--- src/rtl/reg_sel_sb_pkg.sv ---
// reg_sel_sb_pkg
//   Shared constants for the register select-and-encode unit: default
//   register count, instruction width, ra/rb/rc field positions, and the
//   register index type for the default register count.
package reg_sel_sb_pkg;

    localparam int unsigned NREG_DEF   = 16;
    localparam int unsigned IW_DEF     = 32;
    localparam int unsigned RA_LSB_DEF = 23;
    localparam int unsigned RB_LSB_DEF = 19;
    localparam int unsigned RC_LSB_DEF = 15;

    typedef logic [$clog2(NREG_DEF)-1:0] reg_idx_t;

endpackage

--- src/rtl/reg_sel_sb_onehot_dec.sv ---
// onehot_dec
//   RW-bit index to NREG-bit one-hot decoder. Index values at or above
//   NREG decode to all zeros, so unimplemented registers are never enabled.
//   Ports:
//     sel  in  RW    register index
//     dec  out NREG  one-hot enable vector (zero when sel >= NREG)
module onehot_dec #(
    parameter int unsigned NREG = 16,
    parameter int unsigned RW   = 4
) (
    input  logic [RW-1:0]   sel,
    output logic [NREG-1:0] dec
);

    always_comb begin
        dec = '0;
        for (int unsigned i = 0; i < NREG; i++) begin
            dec[i] = (32'(sel) == i);
        end
    end

endmodule

--- src/rtl/reg_sel_sb.sv ---
// reg_sel_sb
//   Register select-and-encode unit with write scoreboard. Latches the
//   ra/rb/rc fields of the instruction, selects one of them under Gra/Grb/Grc
//   priority, and produces registered one-hot load/drive enables for the
//   register file. Outstanding destination writes are tracked per register;
//   a read of a register with a pending write stalls unless the writeback
//   for that register lands in the same cycle.
//   Ports:
//     clk, clear_n           clock, synchronous active-low reset
//     instr, ir_load         instruction word and field latch strobe
//     Gra, Grb, Grc          field select (Gra highest priority)
//     Rin, Rout, BAout       load / drive / base-address read requests
//     issue_wr               mark latched ra as pending write
//     wb_valid, wb_reg       writeback completion
//     ctrl_in, ctrl_out      registered one-hot load / drive enables
//     zero_out               registered constant-zero bus drive
//     stall                  combinational read hazard
//     pending                scoreboard state
module reg_sel_sb
    import reg_sel_sb_pkg::*;
#(
    parameter  int unsigned NREG   = NREG_DEF,
    parameter  int unsigned IW     = IW_DEF,
    parameter  int unsigned RA_LSB = RA_LSB_DEF,
    parameter  int unsigned RB_LSB = RB_LSB_DEF,
    parameter  int unsigned RC_LSB = RC_LSB_DEF,
    localparam int unsigned RW     = $clog2(NREG)
) (
    input  logic            clk,
    input  logic            clear_n,
    input  logic [IW-1:0]   instr,
    input  logic            ir_load,
    input  logic            Gra,
    input  logic            Grb,
    input  logic            Grc,
    input  logic            Rin,
    input  logic            Rout,
    input  logic            BAout,
    input  logic            issue_wr,
    input  logic            wb_valid,
    input  logic [RW-1:0]   wb_reg,
    output logic [NREG-1:0] ctrl_in,
    output logic [NREG-1:0] ctrl_out,
    output logic            zero_out,
    output logic            stall,
    output logic [NREG-1:0] pending
);

    logic [RW-1:0]   ra_q, rb_q, rc_q;
    logic [RW-1:0]   sel;
    logic [NREG-1:0] dec, ra_dec, wb_dec;
    logic [NREG-1:0] set_vec, clr_vec;
    logic            sel_zero;
    logic            instr_unused;

    // Only the three fields are consumed; the rest of the word is ignored.
    assign instr_unused = ^instr;

    always_comb begin
        sel = '0;
        if (Gra)      sel = ra_q;
        else if (Grb) sel = rb_q;
        else if (Grc) sel = rc_q;
    end

    onehot_dec #(.NREG(NREG), .RW(RW)) u_sel_dec (.sel(sel),    .dec(dec));
    onehot_dec #(.NREG(NREG), .RW(RW)) u_ra_dec  (.sel(ra_q),   .dec(ra_dec));
    onehot_dec #(.NREG(NREG), .RW(RW)) u_wb_dec  (.sel(wb_reg), .dec(wb_dec));

    assign sel_zero = (sel == '0);
    assign set_vec  = issue_wr ? ra_dec : '0;
    assign clr_vec  = wb_valid ? wb_dec : '0;

    // pending & dec is zero for out-of-range sel, so no separate range check.
    assign stall = (Rout | BAout) & (|(pending & dec))
                   & ~(wb_valid & (wb_reg == sel));

    always_ff @(posedge clk) begin
        if (!clear_n) begin
            ra_q     <= '0;
            rb_q     <= '0;
            rc_q     <= '0;
            ctrl_in  <= '0;
            ctrl_out <= '0;
            zero_out <= 1'b0;
            pending  <= '0;
        end else begin
            if (ir_load) begin
                ra_q <= instr[RA_LSB +: RW];
                rb_q <= instr[RB_LSB +: RW];
                rc_q <= instr[RC_LSB +: RW];
            end

            ctrl_in <= Rin ? dec : '0;

            if (stall) begin
                ctrl_out <= '0;
                zero_out <= 1'b0;
            end else if (BAout && sel_zero) begin
                ctrl_out <= '0;
                zero_out <= 1'b1;
            end else if (Rout || BAout) begin
                ctrl_out <= dec;
                zero_out <= 1'b0;
            end else begin
                ctrl_out <= '0;
                zero_out <= 1'b0;
            end

            // Set takes priority over a same-cycle clear of the same register.
            pending <= set_vec | (pending & ~clr_vec);
        end
    end

endmodule

--- config.mk ---
export PLATFORM = sky130hd
export DESIGN_NAME = reg_sel_sb
export DESIGN_NICKNAME = d
export VERILOG_FILES = /design/src/rtl/reg_sel_sb_pkg.sv /design/src/rtl/reg_sel_sb_onehot_dec.sv /design/src/rtl/reg_sel_sb.sv
export SDC_FILE = /design/constraint.sdc
export NUM_CORES = 1
export LEC_CHECK = 0
export CORE_MARGIN = 2
export CORE_UTILIZATION = 45
export CTS_BUF_LIST = sky130_fd_sc_hd__clkbuf_4
export DETAILED_ROUTE_END_ITERATION = 7
export GPL_ROUTABILITY_DRIVEN = 1
export MAX_ROUTING_LAYER = met4
export PLACE_DENSITY = 0.79
export SLEW_MARGIN = 20
export SYNTH_ARGS = -nofsm -noshare
export SYNTH_HDL_FRONTEND = slang
export SYNTH_SLANG_ARGS = --single-unit
export TNS_END_PERCENT = 5
--- constraint.sdc ---
create_clock -name clk -period 3.4 [get_ports clk]
set_input_delay 0.51 -clock clk [delete_from_list [all_inputs] [get_ports clk]]
set_output_delay 0.51 -clock clk [all_outputs]
set_load 0.02 [all_outputs]
==> impl_metrics.yaml, run 1 <==
outcome:
  status: "complete, no violations"
yosys:
  synth_common_cells: "dfxtp_1, nor2_1, nand2_1, o21ai_0"
  synth_top_area_share_pct: 49.2
  yosys_warnings: 0
  synth_cells: 267
  synth.avg_cell_area_sq_um: 9.30
  synth_most_common_cell: "dfxtp_1"
  synth_fp_nets: 314
  async_flop_share_pct: 0
  synth_edf_count: 0
  syn-cell-area_sq_mm: 0.00248
  ys_types: 42
  yosysSeqAreaShare_pct: 49.2
  netlist_top_cells_area: "dfxtp_1, mux2i_1, a21boi_0"
  synth-seq-cells: 61
  yosys.area.top_type: "dfxtp_1"
  ys.flop_type: "dfxtp_1"
job:
  drv_cap: 0
global_route:
  grt_max_degree: 37
  grtUsageTotal_pct: 21.9
  grt_antenna_before_repair: 0
  first_global_vias: 2140
  grt-ovfl-total: 0
  grt_pass1_wl_microns: 10100
floorplan:
  num_rows: 27
  die_w_microns: 78.3
  io_pins: 97
  fp.dieH_microns: 78.3
  start_util_pct: 45.9
  die_area_sq_mm: 0.00613
  core-area_sq_mm: 0.00541
layout:
  nNetsFinal: 413
  diodes: 0
  n_fill_cell: 464
  design_area_sq_mm: 0.00364
  drive_gt1_share_pct: 14.0
  fin_util_pct: 67.4
  area_growth_pct: 46.7
worst_hold_path:
  hold_end: "pending[14]"
  min_from: "pending[14]"
  hold_path.class: "reg2reg"
  worstHoldPathCells: 2
cts:
  post_cts_buffers: 0
  clkLatencyLatePin_ns: 0.39
  cts-htree-levels: 3
  root_buffer: "clkbuf_4"
  tritoncts: "yes"
  clk_pin_slew_worst_paths_ns: 0.10
  numCtsBuffers: 9
  clkSinkCount: 61
  ctsLongestPathBuffers: 2
sta:
  max_freq_ghz: 0.301
  rsz0062_at_grt: "no"
  worst_pin_slew_ns: 0.680
  fin_skew_ns: 0.00641
  period_share_pct: 97.8
  finalCriticalPeriod_ns: 3.32
  holdWs_ns: 0.513
  slew_violations: 0
  finalSetupViolations: 0
  setup_slack_ns: 0.0763
  max-slew-margin-rel_pct: 54.6
  fin_tns_setup_ns: 0
  hold_viol_final: 0
placed_design:
  dpl.hpwl_microns: 4750
  place_area_sq_mm: 0.00345
  portBuffers: 76
  post-place-ws_ns: -0.143
  place.gp.congestion: 0.863
detailed_routing:
  first_iter_violations: 77
  drc: 0
  first_pass_iters: 4
  drt-total-wl_microns: 6120
  postRouteAntennaNets: 0
  vias: 2231
  wl_per_cell_microns: 13.8
  drt-vias-per-instance: 5.04
critical_path:
  r2r-start: "ra_q[3]"
  cp-start-kind: "primary input"
  reg2reg_slack_ns: 0.99
  r2r_end: "ctrl_out[9]"
  crit_type: "in2out"
  cp.arrival_ns: 2.81
  reg2regPathDepth: 8
  endpoint_kind: "output pin"
  worst_ep_required_time_ns: 2.89
  cp_max_fo: 8
power_and_ir_drop:
  leakage_nw: 1.35
  power_density_mw_per_mm2: 444
  irDropWorstVdd_v: 0.000308
==> report_power, final <==
part           switching (mW)  leakage (nW)  internal (mW)
logic                   0.118         0.759          0.112
registers              0.0130         0.495          0.733
clock network           0.261        0.0966          0.381
==> kinds of logic (layout without fill, tap and decap cells) <==
logic type                Yosys count  in the layout  synth area share [%]
AOI/OAI and AO/OA                  54             54                  15.2
buffers and inverters              16            120                  3.23
and+or+nand+nor                   118            118                  25.1
muxes                              14             14                  5.85
DFF                                61             61                  49.2
xor gates and xnor gates            4              4                  1.41
==> worst max path at each step <==
stage               startpoint     to  cells past startpoint
detailed placement         Grb  stall                      8
finish                     Grb  stall                      8
global placement           Gra  stall                      8
CTS                        Grb  stall                      8
floorplan                  Gra  stall                      8
global route               Gra  stall                      8
==> what timing repair did <==
item / 4_1_cts / 5_1_grt
setup endpoints to repair: 1 / 1
pin swaps: 0 / 0
resized for setup: 1 / 1
hold buffers: 0 / 0
gates cloned: 0 / 0
==> flip-flops by register name (all words and copies together), names as in the netlist <==
signal	flops
pending	16
zero_out	1
ra_q	4
ctrl_in	16
rc_q	4
ctrl_out	16
rb_q	4
==> layer usage <==
metal	global-route usage (%)	wire, microns
met1	25.3	2670
met2	37.0	3070
met4	8.95	63
met3	4.83	316
met5	-	0
==> critical path, cell delays in order <==
cell and delay, ns:
clkdlybuf4s50_1 0.52, nand3b_1 0.24, a22o_2 0.26, mux2_4 0.30, a221oi_2 0.26, a311oi_1 0.07
o31a_1 0.32, dlygate4sd2_1 0.33
==> metrics by stage <==
step,std cells,total power [mW]
6_report,443,1.62
5_1_grt,443,1.68
4_1_cts,443,1.62
3_5_place_dp,427,0.992
3_3_place_gp,427,0.988
2_1_floorplan,267,0.883
==> final cells by class <==
type / count / area (sq um) / share of cell area (%)
clock inverters: 6 / 111 / 3.06
flip-flops and latches: 61 / 1220 / 33.5
multi-input cells: 190 / 1190 / 32.6
repair buffers: 100 / 940 / 25.8
inverters: 4 / 15.0 / 0.412
clock buffers: 10 / 75.1 / 2.06
well taps: 72 / 90.1 / 2.47
==> cells in the final DEF, fill, tap and decap left out, drive strengths merged, types with 3 or more instances in the layout <==
cell,instances
nand3,14
bufinv,3
nand3b,6
dfxtp,61
nor2b,15
a21boi,15
xnor2,4
a22oi,3
and2,5
o21ai,18
nor3b,4
inv,4
a21oi,5
clkbuf,10
mux2i,13
clkdlybuf4s50,75
nand2,24
nor3,9
a22o,3
nor2,29
buf,24
nor4,4
Power figures use the tool's default switching activity.
==> run 2, diff against run 1 <==
CORE_MARGIN = 3   (was 2)
==> run 2 against run 1 <==
Net effect: worst setup slack better by 0.092 ns; sequential cell count unchanged; combinational power down 2%; register-to-register slack worse by 0.05 ns; sequential power about the same; clock-buffer cell count unchanged; clock power down 12%; wire length up 4.8%; utilization up 1.3 points; die area up 5.2%.
==> impl_metrics.yaml, run 2 (same netlist as run 1, synthesis figures left out) <==
cts:
  post_cts_buffers: 0
  postCtsHoldBufs: 0
  clkSinkCount: 61
  numCtsBuffers: 9
  clk_pin_slew_worst_paths_ns: 0.10
  cts-htree-levels: 3
  tritoncts: "yes"
  root_buffer: "clkbuf_4"
  ctsLongestPathBuffers: 2
  clkLatencyLatePin_ns: 0.41
sta:
  period_share_pct: 95.1
  finalCriticalPeriod_ns: 3.23
  slew_violations: 0
  worst_pin_slew_ns: 0.701
  hold_viol_final: 0
  rsz0062_at_grt: "no"
  max-slew-margin-rel_pct: 53.1
  holdWs_ns: 0.516
  max_freq_ghz: 0.309
  fin_skew_ns: 0.0151
  finalSetupViolations: 0
critical_path:
  path_delay_family: "compound AO/OA/AOI/OAI gates"
  slowest_stage: "clkdlybuf4s50_1"
  worst-path-stages: 8
  startpoint: "Grc"
  crit_type: "in2out"
  cp-start-kind: "primary input"
  cp.arrival_ns: 2.72
  critPathBufInv: 2
  reg2regPathDepth: 8
  path_cells: "clkdlybuf4s50_1 -> nand3b_1 -> a22o_2 -> mux2_4 -> a221oi_2 -> a311oi_1 -> o31a_1 -> dlygate4sd2_1"
  endpoint_kind: "output pin"
  r2r-start: "ra_q[3]"
  worst_ep_required_time_ns: 2.89
  cp_max_fo: 4
  slowest_delay_ns: 0.53
detailed_routing:
  drt-total-wl_microns: 6420
  wl_per_cell_microns: 14.7
  drt-vias-per-instance: 5.22
  postRouteAntennaNets: 0
  drc: 0
  vias: 2280
  first_pass_iters: 4
  first_iter_violations: 137
power_and_ir_drop:
  p_clk_share_pct: 36.6
  swShare_pct: 25.7
  power_switching_mw: 0.395
  combPwrFrac_pct: 14.8
  internal_power_mw: 1.14
  leakage_nw: 1.34
  power_density_mw_per_mm2: 429
  irDropWorstVdd_v: 0.000289
  pwr-share-seq_pct: 48.6
layout:
  most-common-layout-cells: "clkdlybuf4s50_1, dfxtp_1, nor2_1"
  area_growth_pct: 44.1
  reg_top3: "ctrl_in (16), ctrl_out (16), pending (16)"
  diodes: 0
  drive_gt1_share_pct: 12.8
  design_area_sq_mm: 0.00358
  final_common_cell: "clkdlybuf4s50_1"
  nNetsFinal: 409
placed_design:
  dpl.hpwl_microns: 4850
  portBuffers: 76
  place.gp.congestion: 0.875
  place_area_sq_mm: 0.00342
global_route:
  grt_max_degree: 37
  grt-ovfl-total: 0
  grt_antenna_before_repair: 0
  grt_pass1_wl_microns: 10800
  grtUsageTotal_pct: 22.6
  first_global_vias: 2256
worst_hold_path:
  hold_path.class: "reg2reg"
  min_from: "pending[15]"
  worstHoldPathCells: 2
floorplan:
  fp.dieH_microns: 80.3
  num_rows: 26
  io_pins: 97
  core-area_sq_mm: 0.00520
  start_util_pct: 47.7
  die_w_microns: 80.3
  die_area_sq_mm: 0.00644
outcome:
  status: "complete, no violations"
job:
  drv_cap: 0
run 2: changes by cell type in the layout (fill, tap and decap cells not counted), sizes merged:
cell | before | now
bufinv | 3 | 2
clkinv | 2 | 4
buf | 24 | 20
clkdlybuf4s50 | 75 | 73
clkinvlp | 1 | 0
dlymetal6s2s | 0 | 2
run 2: worst register-to-register path: stages, from the launching register on:
cell,delay [ns]
dfxtp_1,0.48
inv_1,0.12
a22o_2,0.28
mux2_4,0.30
a221oi_2,0.27
a311oi_1,0.08
o31a_1,0.32
buf_4,0.21
nor4_1,0.28
run 2: layout make-up:
type                       count  area [sq um]
sequential                    61          1220
multi-input combinational    190          1180
fill                         415          1630
clock buffer                  10          75.1
clock inverter                 6          77.6
inverter                       4          15.0
tap                           70          87.6
timing repair buffer          96           915
run 2: worst paths after layout:
kind	endpoint	slack, ns
worst max-delay path	stall	0.17
worst min-delay path	pending[15]	0.52
worst max register to register	ctrl_out[13]	0.94
worst min register to register	pending[15]	0.52
run 2: routing by layer:
| layer | GRT usage, % | wire (microns) | vias up |
|---|---|---|---|
| met5 | - | 0 | - |
| met2 | 35.7 | 3060 | 79 |
| met4 | 11.5 | 118 | 0 |
| met3 | 4.60 | 383 | 14 |
| li1 | - | - | 1125 |
| met1 | 27.3 | 2850 | 1062 |
run 2: power groups by stage:
stage | Combinational (mW) | Sequential [mW] | Clock [mW]
after floorplan | 0.114 | 0.770 | 0
after global placement | 0.223 | 0.762 | 0
after detailed placement | 0.227 | 0.762 | 0
after CTS | 0.227 | 0.746 | 0.565
after global routing | 0.249 | 0.749 | 0.602
final | 0.227 | 0.746 | 0.562
run 2: timing repair:
action	CTS	global route
pin swaps	0	1
resized for setup	1	3
endpoints found under the setup margin	1	1
cloned	0	0
run 2: metrics by stage:
stage                     setup TNS (ns)  total power, mW  setup WS, ns  std cells  utilization (%)
after CTS                              0             1.54        0.0589        437             68.5
after detailed placement          -0.146            0.989        -0.146        421             65.6
final                                  0             1.54         0.168        437             68.7
after floorplan                        0            0.883         0.741        267                -
after global placement            -0.130            0.985        -0.130        421             65.6
after global routing                   0             1.60        0.0302        437             68.7
==> run 3, diff against run 2 <==
GPL_ROUTABILITY_DRIVEN = unset   (was 1)
==> results of run 3 <==
The final DEF is identical to that of run 2; final timing and power are the same.
